==> src/rtl/pci_txn_queue_if.sv <==
// pci_txn_queue_if: host push port plus PCI device/bus signals of pci_txn_queue.
// master = host and bus side (drives pushes and bus lines), slave = the queue itself.
interface pci_txn_queue_if #(
    parameter int unsigned DEPTH = 4
);
    localparam int unsigned CW = $clog2(DEPTH) + 1;

    logic          push;
    logic [31:0]   push_addr;
    logic [31:0]   push_data;
    logic [3:0]    push_be;
    logic          push_rw;
    logic          full;
    logic          empty;
    logic [CW-1:0] count;
    logic          overflow;

    logic          grant;
    logic          iframe;
    logic          iready;
    logic          tready;
    logic          devsel;
    logic [31:0]   AD;

    logic          force_req;
    logic          rw;
    logic [31:0]   contactAddress;
    logic [31:0]   data;
    logic [3:0]    BE;
    logic          done;
    logic          abort;
    logic          rd_valid;
    logic [31:0]   rd_data;

    modport master (
        output push, push_addr, push_data, push_be, push_rw,
        output grant, iframe, iready, tready, devsel, AD,
        input  full, empty, count, overflow,
        input  force_req, rw, contactAddress, data, BE,
        input  done, abort, rd_valid, rd_data
    );

    modport slave (
        input  push, push_addr, push_data, push_be, push_rw,
        input  grant, iframe, iready, tready, devsel, AD,
        output full, empty, count, overflow,
        output force_req, rw, contactAddress, data, BE,
        output done, abort, rd_valid, rd_data
    );
endinterface

==> src/rtl/pci_txn_queue.sv <==
// pci_txn_queue: FIFO of single-word PCI transactions presented one at a time to a device.
// PCI_TXN_QUEUE_RETRY_EN: retry DEVSEL timeouts up to MAX_RETRY times before aborting.
module pci_txn_queue #(
    parameter int unsigned DEPTH          = 4,
    parameter int unsigned DEVSEL_TIMEOUT = 5,
    parameter int unsigned MAX_RETRY      = 2
) (
    input logic            clk,
    input logic            rst,
    pci_txn_queue_if.slave q
);
    localparam int unsigned PW = $clog2(DEPTH);
    localparam int unsigned CW = PW + 1;
    localparam int unsigned TW = $clog2(DEVSEL_TIMEOUT + 1);

    typedef struct packed {
        logic        rw;
        logic [31:0] addr;
        logic [31:0] data;
        logic [3:0]  be;
    } entry_t;

    typedef enum logic [2:0] {
        IDLE  = 3'd0,
        REQ   = 3'd1,
        ADDR  = 3'd2,
        DATA  = 3'd3,
        ABORT = 3'd4,
        TURN  = 3'd5
    } state_t;

    entry_t        mem [DEPTH];
    logic [PW-1:0] wr_ptr;
    logic [PW-1:0] rd_ptr;
    logic [CW-1:0] count;
    logic          full;
    logic          empty;
    logic          overflow;

    state_t        state;
    logic [TW-1:0] tmo_cnt;
    logic          force_req;
    logic          head_rw;
    logic [31:0]   head_addr;
    logic [31:0]   head_data;
    logic [3:0]    head_be;
    logic          done;
    logic          abort;
    logic          rd_valid;
    logic [31:0]   rd_data;

    logic          grant_c;
    logic          iready_c;
    logic          tready_c;
    logic          devsel_c;
    logic          tmo_hit_c;
    logic          last_try_c;
    logic          complete_c;
    logic          timeout_pop_c;
    logic          pop_c;
    logic          push_acc_c;
    logic [CW-1:0] count_nxt_c;
    logic          unused_iframe;

    // Active-low bus decode; anything other than a clean 0 counts as deasserted.
    always_comb begin
        grant_c  = 1'b0;
        iready_c = 1'b0;
        tready_c = 1'b0;
        devsel_c = 1'b0;
        if (q.grant == 1'b0)  grant_c  = 1'b1;
        if (q.iready == 1'b0) iready_c = 1'b1;
        if (q.tready == 1'b0) tready_c = 1'b1;
        if (q.devsel == 1'b0) devsel_c = 1'b1;
    end

    assign unused_iframe = q.iframe;

`ifdef PCI_TXN_QUEUE_RETRY_EN
    localparam int unsigned RTW = $clog2(MAX_RETRY + 2);
    logic [RTW-1:0] retry_cnt;
    logic           retry_turn;
    assign last_try_c = (retry_cnt == RTW'(MAX_RETRY));
`else
    logic [31:0]    unused_max_retry;
    assign last_try_c       = 1'b1;
    assign unused_max_retry = 32'(MAX_RETRY);
`endif

    assign tmo_hit_c     = ((tmo_cnt + TW'(1)) == TW'(DEVSEL_TIMEOUT));
    assign complete_c    = (state == DATA) && grant_c && iready_c && tready_c && devsel_c;
    assign timeout_pop_c = (state == ADDR) && grant_c && !devsel_c && tmo_hit_c && last_try_c;
    assign pop_c         = complete_c || timeout_pop_c;
    assign push_acc_c    = q.push && !full;
    assign count_nxt_c   = count + CW'(push_acc_c) - CW'(pop_c);

    // Pointer/occupancy tracking; a push while full is dropped even if a pop coincides.
    always_ff @(posedge clk) begin
        if (rst) begin
            wr_ptr   <= '0;
            rd_ptr   <= '0;
            count    <= '0;
            full     <= 1'b0;
            empty    <= 1'b1;
            overflow <= 1'b0;
        end else begin
            if (push_acc_c) wr_ptr <= wr_ptr + PW'(1);
            if (pop_c)      rd_ptr <= rd_ptr + PW'(1);
            count    <= count_nxt_c;
            full     <= (count_nxt_c == CW'(DEPTH));
            empty    <= (count_nxt_c == '0);
            overflow <= q.push && full;
        end
    end

    always_ff @(posedge clk) begin
        if (push_acc_c) mem[wr_ptr] <= {q.push_rw, q.push_addr, q.push_data, q.push_be};
    end

    // Transaction sequencer; reads report through rd_valid, writes through done.
    always_ff @(posedge clk) begin
        if (rst) begin
            state     <= IDLE;
            tmo_cnt   <= '0;
            force_req <= 1'b0;
            head_rw   <= 1'b0;
            head_addr <= '0;
            head_data <= '0;
            head_be   <= '0;
            done      <= 1'b0;
            abort     <= 1'b0;
            rd_valid  <= 1'b0;
            rd_data   <= '0;
`ifdef PCI_TXN_QUEUE_RETRY_EN
            retry_cnt  <= '0;
            retry_turn <= 1'b0;
`endif
        end else begin
            done     <= 1'b0;
            abort    <= 1'b0;
            rd_valid <= 1'b0;
            case (state)
                IDLE: begin
                    if (!empty) begin
                        head_rw   <= mem[rd_ptr].rw;
                        head_addr <= mem[rd_ptr].addr;
                        head_data <= mem[rd_ptr].data;
                        head_be   <= mem[rd_ptr].be;
                        force_req <= 1'b1;
                        state     <= REQ;
`ifdef PCI_TXN_QUEUE_RETRY_EN
                        retry_cnt <= '0;
`endif
                    end
                end
                REQ: begin
                    if (grant_c) begin
                        tmo_cnt <= '0;
                        state   <= ADDR;
                    end
                end
                ADDR: begin
                    if (!grant_c) begin
                        state <= REQ;
                    end else if (devsel_c) begin
                        state <= DATA;
                    end else if (tmo_hit_c) begin
                        if (last_try_c) begin
                            abort <= 1'b1;
                            state <= ABORT;
                        end
`ifdef PCI_TXN_QUEUE_RETRY_EN
                        else begin
                            retry_cnt  <= retry_cnt + RTW'(1);
                            retry_turn <= 1'b1;
                            force_req  <= 1'b0;
                            state      <= TURN;
                        end
`endif
                    end else begin
                        tmo_cnt <= tmo_cnt + TW'(1);
                    end
                end
                DATA: begin
                    if (!grant_c) begin
                        state <= REQ;
                    end else if (complete_c) begin
                        if (head_rw) begin
                            done <= 1'b1;
                        end else begin
                            rd_valid <= 1'b1;
                            rd_data  <= q.AD;
                        end
                        force_req <= 1'b0;
                        state     <= TURN;
                    end
                end
                ABORT: begin
                    force_req <= 1'b0;
                    state     <= TURN;
                end
                TURN: begin
`ifdef PCI_TXN_QUEUE_RETRY_EN
                    if (retry_turn) begin
                        retry_turn <= 1'b0;
                        force_req  <= 1'b1;
                        state      <= REQ;
                    end else begin
                        state <= IDLE;
                    end
`else
                    state <= IDLE;
`endif
                end
                default: begin
                    force_req <= 1'b0;
                    state     <= IDLE;
                end
            endcase
        end
    end

    assign q.full           = full;
    assign q.empty          = empty;
    assign q.count          = count;
    assign q.overflow       = overflow;
    assign q.force_req      = force_req;
    assign q.rw             = head_rw;
    assign q.contactAddress = head_addr;
    assign q.data           = head_data;
    assign q.BE             = head_be;
    assign q.done           = done;
    assign q.abort          = abort;
    assign q.rd_valid       = rd_valid;
    assign q.rd_data        = rd_data;
endmodule

==> src/flat_wrapper.sv <==
// flat-port wrapper written by rule: the top's interface ports become plain ports
module pci_txn_queue_flat 
#(
    parameter int unsigned DEPTH          = 4,
    parameter int unsigned DEVSEL_TIMEOUT = 5,
    parameter int unsigned MAX_RETRY      = 2
)
  (clk, rst, q_push, q_push_addr, q_push_data, q_push_be, q_push_rw, q_grant, q_iframe, q_iready, q_tready, q_devsel, q_AD, q_full, q_empty, q_count, q_overflow, q_force_req, q_rw, q_contactAddress, q_data, q_BE, q_done, q_abort, q_rd_valid, q_rd_data);
  pci_txn_queue_if #(.DEPTH(DEPTH)) q_i ();
  input logic clk;
  input logic rst;
  input wire logic [$bits(q_i.push)-1:0] q_push;
  input wire logic [$bits(q_i.push_addr)-1:0] q_push_addr;
  input wire logic [$bits(q_i.push_data)-1:0] q_push_data;
  input wire logic [$bits(q_i.push_be)-1:0] q_push_be;
  input wire logic [$bits(q_i.push_rw)-1:0] q_push_rw;
  input wire logic [$bits(q_i.grant)-1:0] q_grant;
  input wire logic [$bits(q_i.iframe)-1:0] q_iframe;
  input wire logic [$bits(q_i.iready)-1:0] q_iready;
  input wire logic [$bits(q_i.tready)-1:0] q_tready;
  input wire logic [$bits(q_i.devsel)-1:0] q_devsel;
  input wire logic [$bits(q_i.AD)-1:0] q_AD;
  output wire logic [$bits(q_i.full)-1:0] q_full;
  output wire logic [$bits(q_i.empty)-1:0] q_empty;
  output wire logic [$bits(q_i.count)-1:0] q_count;
  output wire logic [$bits(q_i.overflow)-1:0] q_overflow;
  output wire logic [$bits(q_i.force_req)-1:0] q_force_req;
  output wire logic [$bits(q_i.rw)-1:0] q_rw;
  output wire logic [$bits(q_i.contactAddress)-1:0] q_contactAddress;
  output wire logic [$bits(q_i.data)-1:0] q_data;
  output wire logic [$bits(q_i.BE)-1:0] q_BE;
  output wire logic [$bits(q_i.done)-1:0] q_done;
  output wire logic [$bits(q_i.abort)-1:0] q_abort;
  output wire logic [$bits(q_i.rd_valid)-1:0] q_rd_valid;
  output wire logic [$bits(q_i.rd_data)-1:0] q_rd_data;
  assign q_i.push = q_push;
  assign q_i.push_addr = q_push_addr;
  assign q_i.push_data = q_push_data;
  assign q_i.push_be = q_push_be;
  assign q_i.push_rw = q_push_rw;
  assign q_i.grant = q_grant;
  assign q_i.iframe = q_iframe;
  assign q_i.iready = q_iready;
  assign q_i.tready = q_tready;
  assign q_i.devsel = q_devsel;
  assign q_i.AD = q_AD;
  assign q_full = q_i.full;
  assign q_empty = q_i.empty;
  assign q_count = q_i.count;
  assign q_overflow = q_i.overflow;
  assign q_force_req = q_i.force_req;
  assign q_rw = q_i.rw;
  assign q_contactAddress = q_i.contactAddress;
  assign q_data = q_i.data;
  assign q_BE = q_i.BE;
  assign q_done = q_i.done;
  assign q_abort = q_i.abort;
  assign q_rd_valid = q_i.rd_valid;
  assign q_rd_data = q_i.rd_data;
  pci_txn_queue #(.DEPTH(DEPTH), .DEVSEL_TIMEOUT(DEVSEL_TIMEOUT), .MAX_RETRY(MAX_RETRY)) u_core (.clk(clk), .rst(rst), .q(q_i));
endmodule
==> config.mk <==
export PLATFORM = sky130hd
export DESIGN_NAME = pci_txn_queue_flat
export DESIGN_NICKNAME = d
export VERILOG_FILES = /design/src/rtl/pci_txn_queue_if.sv /design/src/rtl/pci_txn_queue.sv /design/src/flat_wrapper.sv
export SDC_FILE = /design/constraint.sdc
export NUM_CORES = 1
export LEC_CHECK = 0
export BUFFER_PORTS_ARGS = -buffer_cell sky130_fd_sc_hd__buf_2
export CORE_MARGIN = 2
export CORE_UTILIZATION = 63
export CTS_BUF_LIST = sky130_fd_sc_hd__clkbuf_2
export DETAILED_ROUTE_END_ITERATION = 8
export PLACE_DENSITY = 0.95
export SKIP_CTS_REPAIR_TIMING = 1
export SLEW_MARGIN = 25
export SYNTH_ARGS = -nofsm -noshare
export SYNTH_HDL_FRONTEND = slang
export SYNTH_SLANG_ARGS = --single-unit
==> constraint.sdc <==
create_clock -name clk -period 5.45 [get_ports clk]
set_clock_uncertainty 0.1 [all_clocks]
set_input_delay 1.09 -clock clk [delete_from_list [all_inputs] [get_ports clk]]
set_output_delay 1.09 -clock clk [all_outputs]
set_load 0.02 [all_outputs]
== Word-level counts from Yosys, hierarchy flattened ==
Memory sizes are Yosys's and may differ from the RTL's. A register that Yosys moved wholly into a read port is not among the register bits.
Cells that the tools add are included.
Storage, ports and cells
  register bits after elaboration: 52
  bits in writable memories: 276
  memories kept: 1
Cells by class
  $add $sub $neg: 5
  eq/ne operators: 16
  multiplexer cells: 26
  bitwise operators: 8
  reduce and logical (&&, ||, !) cells: 22
Memory list
  u_core.mem: words 4, width 69, rd ports 1, clocked after Yosys merged registers in 1, write ports 1, line pci_txn_queue.sv:32  | entry_t mem [DEPTH];
Operators by type and width (number)
  $mux W3: 11
  $pmux W3 S5: 1
  $eq A3 B3 Y1 const B: 4
  $mux W1: 12
  $ne A2 B2 Y1 const B: 6
  $reduce_and A4 Y1: 3
  $logic_and A1 B1 Y1: 9
  $not A1 Y1: 8
  $reduce_or A4 Y1: 2
  $eq A3 B2 Y1 const B: 2
  $logic_not A3 Y1: 2
  $pmux W3 S2: 1
  $reduce_and A5 Y1: 1
  $add A2 B1 Y2 const B: 2
  $ne A4 B3 Y1 const B: 1
  $add A3 B1 Y3: 1
  $add A3 B1 Y3 const B: 1
  $eq A3 B1 Y1 const B: 1
  $ne A3 B2 Y1 const B: 1
  $pmux W1 S3: 1
  $reduce_or A3 Y1: 1
  $sub A3 B1 Y3: 1
  $ne A2 B1 Y1 const B: 1
  $reduce_and A2 Y1: 1
  other kinds (3): 3

== Depth between registers and ports, before layout ==
Gate-level depths: netlist of the first run.
  depth in word-level cells: 8
  gate-level depth with buffers: 12

== Least setup slack after synthesis of the first run ==
OpenSTA, ideal clock, no wires.
  path type: input port to flip-flop
  start point: input q_push
  end point: memory u_core.mem[0][0] (netlist bit) (enable)
  library setup time: 0.435 ns
  arrival: 3.090 ns
  data required time: 4.915 ns
  slack: 1.825 ns
  stages: 3
  buffers on the path: 1
  cell sequence: nor2b_1 -> clkbuf_1 -> and2_1
Between the ends
  longest elaborated chain between the ends: 3
RTL lines
  start: declaration: line flat_wrapper.sv:12  | input wire logic [$bits(q_i.push)-1:0] q_push;
  $logic_and A1 B1 Y1: line pci_txn_queue.sv:94  | assign push_acc_c = q.push && !full;
  via u_core.push_acc_c: line pci_txn_queue.sv:61  | logic push_acc_c;
  $mux W1: line pci_txn_queue.sv:117  | if (push_acc_c) mem[wr_ptr] <= {q.push_rw, q.push_addr, q.push_data, q.push_be};
  $mux W1 (implied by the code): line pci_txn_queue.sv:117
  end: declaration: line pci_txn_queue.sv:32
The timed path passes the listed nets, and every way through them passes these cells.

== Worst setup path after layout of the first run ==
  start point: register u_core.state[0]
  end point: register u_core.full (netlist: u_core.q.full)
Between the ends
  longest elaborated chain between the ends: 8
  elaborated cells on any way between the ends: 12
RTL lines
  start: declaration: line pci_txn_queue.sv:40  | state_t state;
  start signal: assignment: line pci_txn_queue.sv:123  | state <= IDLE;
  start signal: assignment: line pci_txn_queue.sv:150  | state <= REQ;
  start signal: assignment: line pci_txn_queue.sv:159  | state <= ADDR;
  $eq A3 B2 Y1: line pci_txn_queue.sv:91  | assign complete_c = (state == DATA) && grant_c && iready_c && tready_c && devsel_c;
  $logic_and A1 B1 Y1 (4 in a row): line pci_txn_queue.sv:91
  $logic_or A1 B1 Y1 (*): line pci_txn_queue.sv:93  | assign pop_c = complete_c || timeout_pop_c;
  $sub A3 B1 Y3 (*): line pci_txn_queue.sv:95  | assign count_nxt_c = count + CW'(push_acc_c) - CW'(pop_c);
  $eq A3 B3 Y1 (*): line pci_txn_queue.sv:110  | full <= (count_nxt_c == CW'(DEPTH));
  end signal: assignment: line pci_txn_queue.sv:110
  end: declaration: line pci_txn_queue.sv:36  | logic full;
Every way passes the cells marked *; elsewhere a longest branch is shown, timed or not.
A chain may end at the register's enable or synchronous reset.

==> results.yml, run 1 <==
floorplanning:
  die_x_um: 154
  rows: 54
  ios: 220
  floorplan.die_area_um2: 23700
  initial_core_util: 0.644
  design.core.area_um2: 22000
  die_h_um: 154
drt:
  dr.pass1.iters: 6
  antenna_left: 0
  routed_via_density: 5.73
  via_count: 8041
  routed_wl_mm: 28.3
  drt-initial-drc-count: 558
  routedWlPerCell_um: 20.1
  drc: 0
yosys:
  synth-xor-area-share: 0.00248
  syn_avg_cell_area_um2: 18.2
  synth_compound_area_frac: 0.0626
  synth_flop_cell: "edfxtp_1"
  synth_top_family_by_area: "multiplexers"
  synth_cells: 775
  synth_seq_area_share: 0.757
  ys_types: 45
  yosys_register_bits: 397
  synthMuxAreaShare: 0.111
  synth_edf_count: 276
  async_reset_ff_frac: 0
  synth_fa_ha_area_frac: 0.00849
  mappedNetlistArea_um2: 14100
  synth-simple-area-share: 0.0396
  yosysWarnings: 0
  synthesis.nets: 893
placed_design:
  post-place-ws_ps: 1870
  dp.cells: 1231
  gp_congestion: 0.733
  dp.final_hpwl_mm: 16.6
  port_buffers: 218
job:
  drv_cap: 0
timing:
  setup_violations: 0
  max_freq_mhz: 339
  finalMaxSlewViolations: 0
  rsz0062_at_grt: "no"
  tns_ps: 0
  period_share: 0.542
  worst_pin_slew_ps: 922
  min_period_ps: 2950
  worst_slack_ps: 2500
  hold_viol: 0
  slew_headroom: 0.385
grt:
  grt_pass1_wl_mm: 44.1
  grt_max_degree: 72
  antenna_found_initial: 2
  grt-ovfl-total: 0
  track_usage: 0.244
  grt_pass1_vias: 8352
critical_path:
  worstPathArrival_ps: 3580
  cp_cell_sequence: "or4b_4 -> o41a_1 -> nor2_1 -> ha_1 -> inv_1 -> ha_1 -> fa_1 -> xnor2_1 -> nand2_1 -> nor3_1"
  cp_slowest_cell: "dfxtp_1"
  cp-end-kind: "flip-flop"
  startpoint_type: "flip-flop"
  required_ps: 6080
  critPathMostFrequentCell: "ha_1"
  critPathKind: "flip-flop to flip-flop"
  path_delay_family: "simple AND/OR/NAND/NOR gates"
  crit_path_max_fanout: 13
  crit_buf_inv: 1
  max_stage_delay_ps: 590
final_layout:
  instances_no_fill: 1403
  nNetsFinal: 1165
  synthToLayoutAreaGrowth_pct: 16.2
  final_core_util: 0.748
  drive_above_1_share: 0.409
clock_network:
  clk_latency_ps: 840
  cts_sinks: 397
  cts_max_level: 3
  cts_buffers: 91
  clockBufferDepth: 3
  clk_pin_slew_ps: 120
  ctsRootBufferMaster: "clkbuf_2"
  cts_tree: "built"
min_path:
  hold_path_class: "primary input to flip-flop"
power:
  powerDensity_nw_per_um2: 383
  peakVddDrop_v: 0.000312
  leakage_nw: 6.19
outcome:
  status: "complete, no violations"
stage by stage:
step                      hold WS, ps  total power, W  area, um2
after floorplan                   366         0.00415      14100
after global placement            339         0.00443      15400
after detailed placement          343         0.00448      15500
after CTS                         221         0.00635      16300
after global routing              226         0.00657      16400
final                             318         0.00630      16400
registers in the layout (all words and copies together) (netlist names):
name	flops
u_core.wr_ptr	2
u_core.q.rw	1
u_core.q.full	1
u_core.q.contactAddress	32
u_core.q.rd_data	32
u_core.mem	276
u_core.q.abort	1
u_core.q.rd_valid	1
u_core.q.empty	1
u_core.q.overflow	1
u_core.q.count	3
u_core.q.done	1
u_core.rd_ptr	2
u_core.q.data	32
u_core.state	3
u_core.q.force_req	1
u_core.tmo_cnt	3
u_core.q.BE	4
path summary, 6_finish.rpt:
kind                         from                   end  slack [ps]  cells past startpoint
max               u_core.state[0]         u_core.q.full        2500                     10
min               q_push_data[13]     u_core.mem[2][17]         320                      1
max reg2reg       u_core.state[0]         u_core.q.full        2500                     10
min reg2reg  u_core.q.rd_data[23]  u_core.q.rd_data[23]         360                      2
metal layers:
layer	track usage	share of wire	up-vias
li1	-	-	3664
met1	0.294	0.38	3978
met2	0.424	0.53	357
met3	0.0713	0.080	42
met4	0.0850	0.017	0
met5	0	0	-
power breakdown:
group | leakage [nW] | switching (W) | internal, W
Clock | 0.670 | 0.00108 | 0.000790
Combinational | 2.00 | 0.000489 | 0.000297
Sequential | 3.52 | 0.000125 | 0.00351
cells in the final DEF (no fill, tap or decap), types with 3 or more instances in the layout:
| cell | n |
|---|---|
| nor4b_1 | 3 |
| nor2_1 | 7 |
| nor2b_1 | 4 |
| nand3_1 | 4 |
| buf_16 | 4 |
| clkinv_1 | 17 |
| nand2b_1 | 3 |
| mux4_2 | 69 |
| clkbuf_2 | 144 |
| o21ai_0 | 5 |
| nor3_1 | 3 |
| ha_1 | 8 |
| buf_2 | 218 |
| a21oi_1 | 37 |
| nand2_1 | 68 |
| inv_1 | 12 |
| dfxtp_1 | 119 |
| buf_4 | 4 |
| xnor2_1 | 3 |
| edfxtp_1 | 276 |
| a22o_1 | 69 |
| and2_4 | 5 |
synth_stat cells (4+ instances only):
master / n / area share
edfxtp_1: 276 / 0.59
dfxtp_1: 121 / 0.17
a22o_1: 69 / 0.043
mux4_2: 69 / 0.11
nand2_1: 68 / 0.018
a21oi_1: 37 / 0.013
clkbuf_1: 29 / 0.0077
buf_2: 15 / 0.0053
inv_1: 12 / 0.0032
ha_1: 8 / 0.0071
nor2_1: 8 / 0.0021
and2_1: 5 / 0.0022
o21ai_0: 5 / 0.0018
nand3_1: 4 / 0.0014
nor2b_1: 4 / 0.0018
area by class of cell:
class,instances,area [um2]
antenna,2,5.00
tap,280,350
multi-input combinational,318,3190
inverter,12,45.0
timing repair buffer,227,1250
sequential,397,10700
fill,1247,5530
clock buffer,144,721
clock inverter,23,145
cells by family (layout without fill, tap and decap cells):
logic type	after synthesis	count (layout)
flops	397	397
xor+xnor	4	4
other cells	0	2
fa+ha+maj	9	9
mux	70	70
compound gates	120	120
buf+inv	60	406
simple gates	115	115
(Power assumes the default switching activity.)
==> inputs of run 2 (changes only) <==
--- a/config.mk
+++ b/config.mk
@@ -7,10 +7,10 @@
 export LEC_CHECK = 0
 export BUFFER_PORTS_ARGS = -buffer_cell sky130_fd_sc_hd__buf_2
 export CORE_MARGIN = 2
-export CORE_UTILIZATION = 63
+export CORE_UTILIZATION = 58
 export CTS_BUF_LIST = sky130_fd_sc_hd__clkbuf_2
 export DETAILED_ROUTE_END_ITERATION = 8
-export PLACE_DENSITY = 0.95
+export PLACE_DENSITY = 0.89
 export SKIP_CTS_REPAIR_TIMING = 1
 export SLEW_MARGIN = 25
 export SYNTH_ARGS = -nofsm -noshare
==> constraint.sdc (replaced) <==
create_clock -name clk -period 2.8 [get_ports clk]
set_clock_uncertainty 0.1 [all_clocks]
set_input_delay 0.56 -clock clk [delete_from_list [all_inputs] [get_ports clk]]
set_output_delay 0.56 -clock clk [all_outputs]
set_load 0.02 [all_outputs]
==> run 2 against run 1 <==
Net effect:
- total power increased by 100%
- via count increased by 9.2%
- global-route usage is 1.4 points lower
- highest routed layer unchanged
- worst setup slack lost 2400 ps
- largest cell class unchanged
- register-to-register slack worse by 2300 ps
- critical path depth up 2
- clock-buffer cell count decreased by 6
- critical endpoint unchanged
- final area is 8.4% higher
- non-clock buffer count grew 126
- die area up 8.4%
- cell count is 13% higher
==> results.yml, run 2 (synthesized netlist as in run 1, its figures left out) <==
power:
  p_sw_w: 0.00350
  leakage_nw: 6.76
  powerDensity_nw_per_um2: 707
  seqPwrFrac: 0.561
  peakVddDrop_v: 0.000450
  p_int_w: 0.00909
  finalPower_w: 0.0126
  switching_share: 0.278
  power_frac_clock: 0.298
  comb_power_share: 0.141
clock_network:
  clk_pin_slew_ps: 100
  clk_latency_ps: 890
  cts_sinks: 397
  cts_max_level: 3
  ctsRootBufferMaster: "clkbuf_2"
  cts_buffers: 93
  clockBufferDepth: 3
  cts_tree: "built"
critical_path:
  cp_slowest_cell: "dlygate4sd3_1"
  max_stage_delay_ps: 570
  rrSetupSlack_ps: 200
  r2r_end: "u_core.q.full"
  required_ps: 3470
  rr_worst_depth: 11
  critPathKind: "primary input to flip-flop"
  crit_path_max_fanout: 3
  cp-end-kind: "flip-flop"
  cp_cell_sequence: "dlygate4sd3_1 -> buf_2 -> or4b_4 -> o41a_1 -> nor2_2 -> ha_1 -> inv_1 -> ha_1 -> fa_1 -> xnor2_2 -> nand2_1 -> nor3_2"
  r2r-start: "u_core.tmo_cnt[1]"
  critPathMostFrequentCell: "ha_1"
  worstPathArrival_ps: 3350
  startpoint_type: "primary input"
floorplanning:
  initial_core_util: 0.587
  die_h_um: 160
  floorplan.die_area_um2: 25600
  ios: 220
  rows: 57
  die_x_um: 160
  design.core.area_um2: 24100
job:
  drv_cap: 0
placed_design:
  dp.final_hpwl_mm: 18.2
  post-place-ws_ps: -199
  port_buffers: 218
  dp.cells: 1298
  gp_congestion: 0.795
drt:
  dr.pass1.iters: 5
  antenna_left: 0
  routed_wl_mm: 32.7
  drt-initial-drc-count: 786
  routed_via_density: 5.55
  wl_met1_mm: 12.4
  wl_met3_mm: 2.33
  routedWlPerCell_um: 20.7
  drc: 0
  dr.max_layer_used: "met4"
  route.met2.wl_mm: 17.2
  via_count: 8779
timing:
  slew_headroom: 0.345
  rsz0062_at_grt: "no"
  hold_viol: 0
  worst_slack_ps: 121
  finalMaxSlewViolations: 0
  period_share: 0.957
  setup_violations: 0
  worst_pin_slew_ps: 981
  max_freq_mhz: 373
  min_period_ps: 2680
final_layout:
  final_cell_mix: "276 x edfxtp_1, 218 x buf_2, 138 x clkbuf_2"
  nNetsFinal: 1293
  final_core_util: 0.739
  largest_register_ff_count: 276
  drive_above_1_share: 0.383
  largest_register: "u_core.mem"
  layout_commonest_cell: "edfxtp_1"
  instances_no_fill: 1582
  synthToLayoutAreaGrowth_pct: 25.9
  fill_cells: 1388
min_path:
  hold_path_class: "primary input to flip-flop"
  worstHoldEndpoint: "u_core.state[1]"
  min_from: "q_tready"
  whs_path_depth: 5
grt:
  track_usage: 0.230
  grt_max_degree: 60
  grt_pass1_wl_mm: 45.6
  grt_pass1_vias: 8715
  grt-ovfl-total: 0
  antenna_found_initial: 2
outcome:
  status: "complete, no violations"
-- run 2: stage by stage --
stage / area [um2] / hold WS [ps] / setup TNS, ps
after floorplan: 14100 / 366 / 0
after global placement: 15800 / 339 / -403
after detailed placement: 15800 / 344 / -534
after CTS: 16700 / -314 / 0
after global routing: 17800 / 165 / 0
final: 17800 / 210 / 0
-- run 2: power groups by stage --
stage,logic [W],clock network (W),registers [W]
5_1_grt,0.00188,0.00419,0.00711
2_1_floorplan,0.000671,0,0.00740
3_5_place_dp,0.00163,0,0.00718
6_report,0.00177,0.00376,0.00706
4_1_cts,0.00164,0.00382,0.00706
3_3_place_gp,0.00158,0,0.00714
-- run 2: worst max-delay path by stage --
stage / end / start / depth (start not counted)
after floorplan: u_core.q.full / q_tready / 10
after global placement: u_core.q.full / q_tready / 11
after detailed placement: u_core.q.full / q_tready / 11
after CTS: u_core.q.full / u_core.tmo_cnt[0] / 11
after global routing: u_core.q.full / u_core.tmo_cnt[0] / 11
final: u_core.q.full / q_iready / 12
-- run 2: layout make-up --
| class | count | area [um2] | share of cell area |
|---|---|---|---|
| multi-input combinational | 318 | 3210 | 0.180 |
| clock buffer | 138 | 691 | 0.0388 |
| inverter | 12 | 45.0 | 0.00253 |
| timing repair buffer | 353 | 2520 | 0.142 |
| tap | 324 | 405 | 0.0228 |
| clock inverter | 37 | 206 | 0.0116 |
| antenna | 3 | 7.51 | 0.000422 |
| sequential | 397 | 10700 | 0.602 |
-- run 2: routing by layer --
| metal | track usage | vias up |
|---|---|---|
| met4 | 0.0975 | 0 |
| met1 | 0.280 | 4364 |
| li1 | - | 3916 |
| met5 | 0 | - |
| met2 | 0.399 | 428 |
| met3 | 0.0540 | 71 |
-- run 2: critical path: cells and delay by family --
kind | cells | cell delay (ps)
AND/OR/NAND/NOR | 4 | 910
buffers and inverters | 3 | 760
adder cells (fa/ha/maj) | 3 | 730
XOR/XNOR | 1 | 200
AO/OA/AOI/OAI | 1 | 170
==> inputs of run 3 (changes only) <==
==> constraint.sdc (replaced) <==
create_clock -name clk -period 3 [get_ports clk]
set_clock_uncertainty 0.1 [all_clocks]
set_input_delay 0.6 -clock clk [delete_from_list [all_inputs] [get_ports clk]]
set_output_delay 0.6 -clock clk [all_outputs]
set_load 0.02 [all_outputs]
==> run 3 against run 2 <==
Net effect:
- worst hold slack got worse by 170 ps
- total power fell by 6.1%
- first-iteration DRC count fell by 13%
- cell count fell by 0.63%
- via count fell by 0.59%
- critical path type is now flip-flop to flip-flop
- highest routed layer unchanged
==> results.yml, run 3 (synthesized netlist as in run 1, its figures left out) <==
grt:
  use_met2: 0.396
  grt_max_degree: 42
  grt_pass1_vias: 8577
  use_met1: 0.265
  antenna_found_initial: 4
  grt_busiest_layer: "met2"
  grt_pass1_wl_mm: 44.5
  grt_use_met3: 0.0634
  track_usage: 0.226
  grt-ovfl-total: 0
timing:
  hold_viol: 0
  setup_violations: 0
  finalMaxSlewViolations: 0
  worst_slack_ps: 315
  slew_headroom: 0.348
  worst_pin_slew_ps: 976
  period_share: 0.895
  rsz0062_at_grt: "no"
  min_period_ps: 2690
  hold_slack_ps: 42.6
  tns_ps: 0
  max_freq_mhz: 372
floorplanning:
  floorplan.die_area_um2: 25600
  design.core.area_um2: 24100
  die_h_um: 160
  rows: 57
  ios: 220
  die_x_um: 160
  initial_core_util: 0.587
clock_network:
  clk_pin_slew_ps: 100
  ctsRootBufferMaster: "clkbuf_2"
  cts_sinks: 397
  clockBufferDepth: 3
  clk_latency_ps: 880
  cts_buffers: 93
  cts_tree: "built"
  cts_max_level: 3
final_layout:
  largest_register: "u_core.mem"
  fill_cells: 1434
  final_cell_mix: "276 x edfxtp_1, 218 x buf_2, 144 x clkbuf_2"
  layout_commonest_cell: "edfxtp_1"
  drive_above_1_share: 0.383
  largest_register_ff_count: 276
  nNetsFinal: 1284
  synthToLayoutAreaGrowth_pct: 25.4
min_path:
  hold_path_class: "primary input to flip-flop"
critical_path:
  startpoint_type: "flip-flop"
  worstPathArrival_ps: 3390
  crit_path_max_fanout: 4
  cp-end-kind: "flip-flop"
  required_ps: 3700
  critPathKind: "flip-flop to flip-flop"
drt:
  routedWlPerCell_um: 20.5
  via_count: 8727
  dr.pass1.iters: 5
  routed_via_density: 5.55
  routed_wl_mm: 32.2
  drt-initial-drc-count: 682
  antenna_left: 0
  drc: 0
placed_design:
  port_buffers: 218
  gp_congestion: 0.785
  post-place-ws_ps: -13.0
  dp.final_hpwl_mm: 18.2
job:
  drv_cap: 0
power:
  peakVddDrop_v: 0.000499
  leakage_nw: 6.73
  powerDensity_nw_per_um2: 667
outcome:
  status: "complete, no violations"
run 3: changes by cell type in the layout (fill, tap and decap cells not counted), moves of 3 or more:
| cell | delta |
|---|---|
| clkinv_1 | -8 |
| buf_4 | -6 |
| clkbuf_2 | +6 |
| dlygate4sd3_1 | -3 |
run 3: cell type report:
type,count,area [um2],area share
repair buffers,344,2440,0.138
well taps,324,405,0.0229
diodes,4,10.0,0.000564
multi-input cells,318,3190,0.180
inverters,12,45.0,0.00254
clock inverters,29,201,0.0114
flip-flops and latches,397,10700,0.604
clock buffers,144,721,0.0406
run 3: metrics by stage:
| stage | total power [W] | utilization | instance area (um2) | cells |
|---|---|---|---|---|
| floorplan | 0.00753 | - | 14100 | 775 |
| global placement | 0.00813 | 0.654 | 15800 | 1292 |
| detailed placement | 0.00822 | 0.654 | 15800 | 1292 |
| CTS | 0.0118 | 0.693 | 16700 | 1465 |
| global route | 0.0124 | 0.736 | 17700 | 1572 |
| finish | 0.0118 | 0.736 | 17700 | 1572 |
run 3: worst max-delay path, cell delays in order (launching register included):
cell,delay (ps)
dfxtp_1,360
ha_1,250
xnor2_1,170
o41a_1,350
nor2_1,170
ha_1,140
inv_1,40
ha_1,200
fa_1,370
xnor2_1,220
nand2_1,100
nor3_1,140
run 3: layer usage:
metal,vias to the layer above,wire (um)
li1,3905,-
met1,4320,11900
met2,444,16900
met3,58,2610
met4,0,801
met5,-,0
run 3: final timing paths:
path | startpoint | to | slack [ps] | depth (start not counted)
max | u_core.tmo_cnt[0] | u_core.q.full | 310 | 11
min | q_iready | u_core.q.rd_valid | 40 | 4
max reg2reg | u_core.tmo_cnt[0] | u_core.q.full | 310 | 11
min reg2reg | u_core.q.rd_data[6] | u_core.q.rd_data[6] | 360 | 2
run 3: power breakdown:
group / internal, W / total, W / switching [W]
logic: 0.000669 / 0.00163 / 0.000956
registers: 0.00638 / 0.00659 / 0.000210
clock network: 0.00154 / 0.00361 / 0.00207
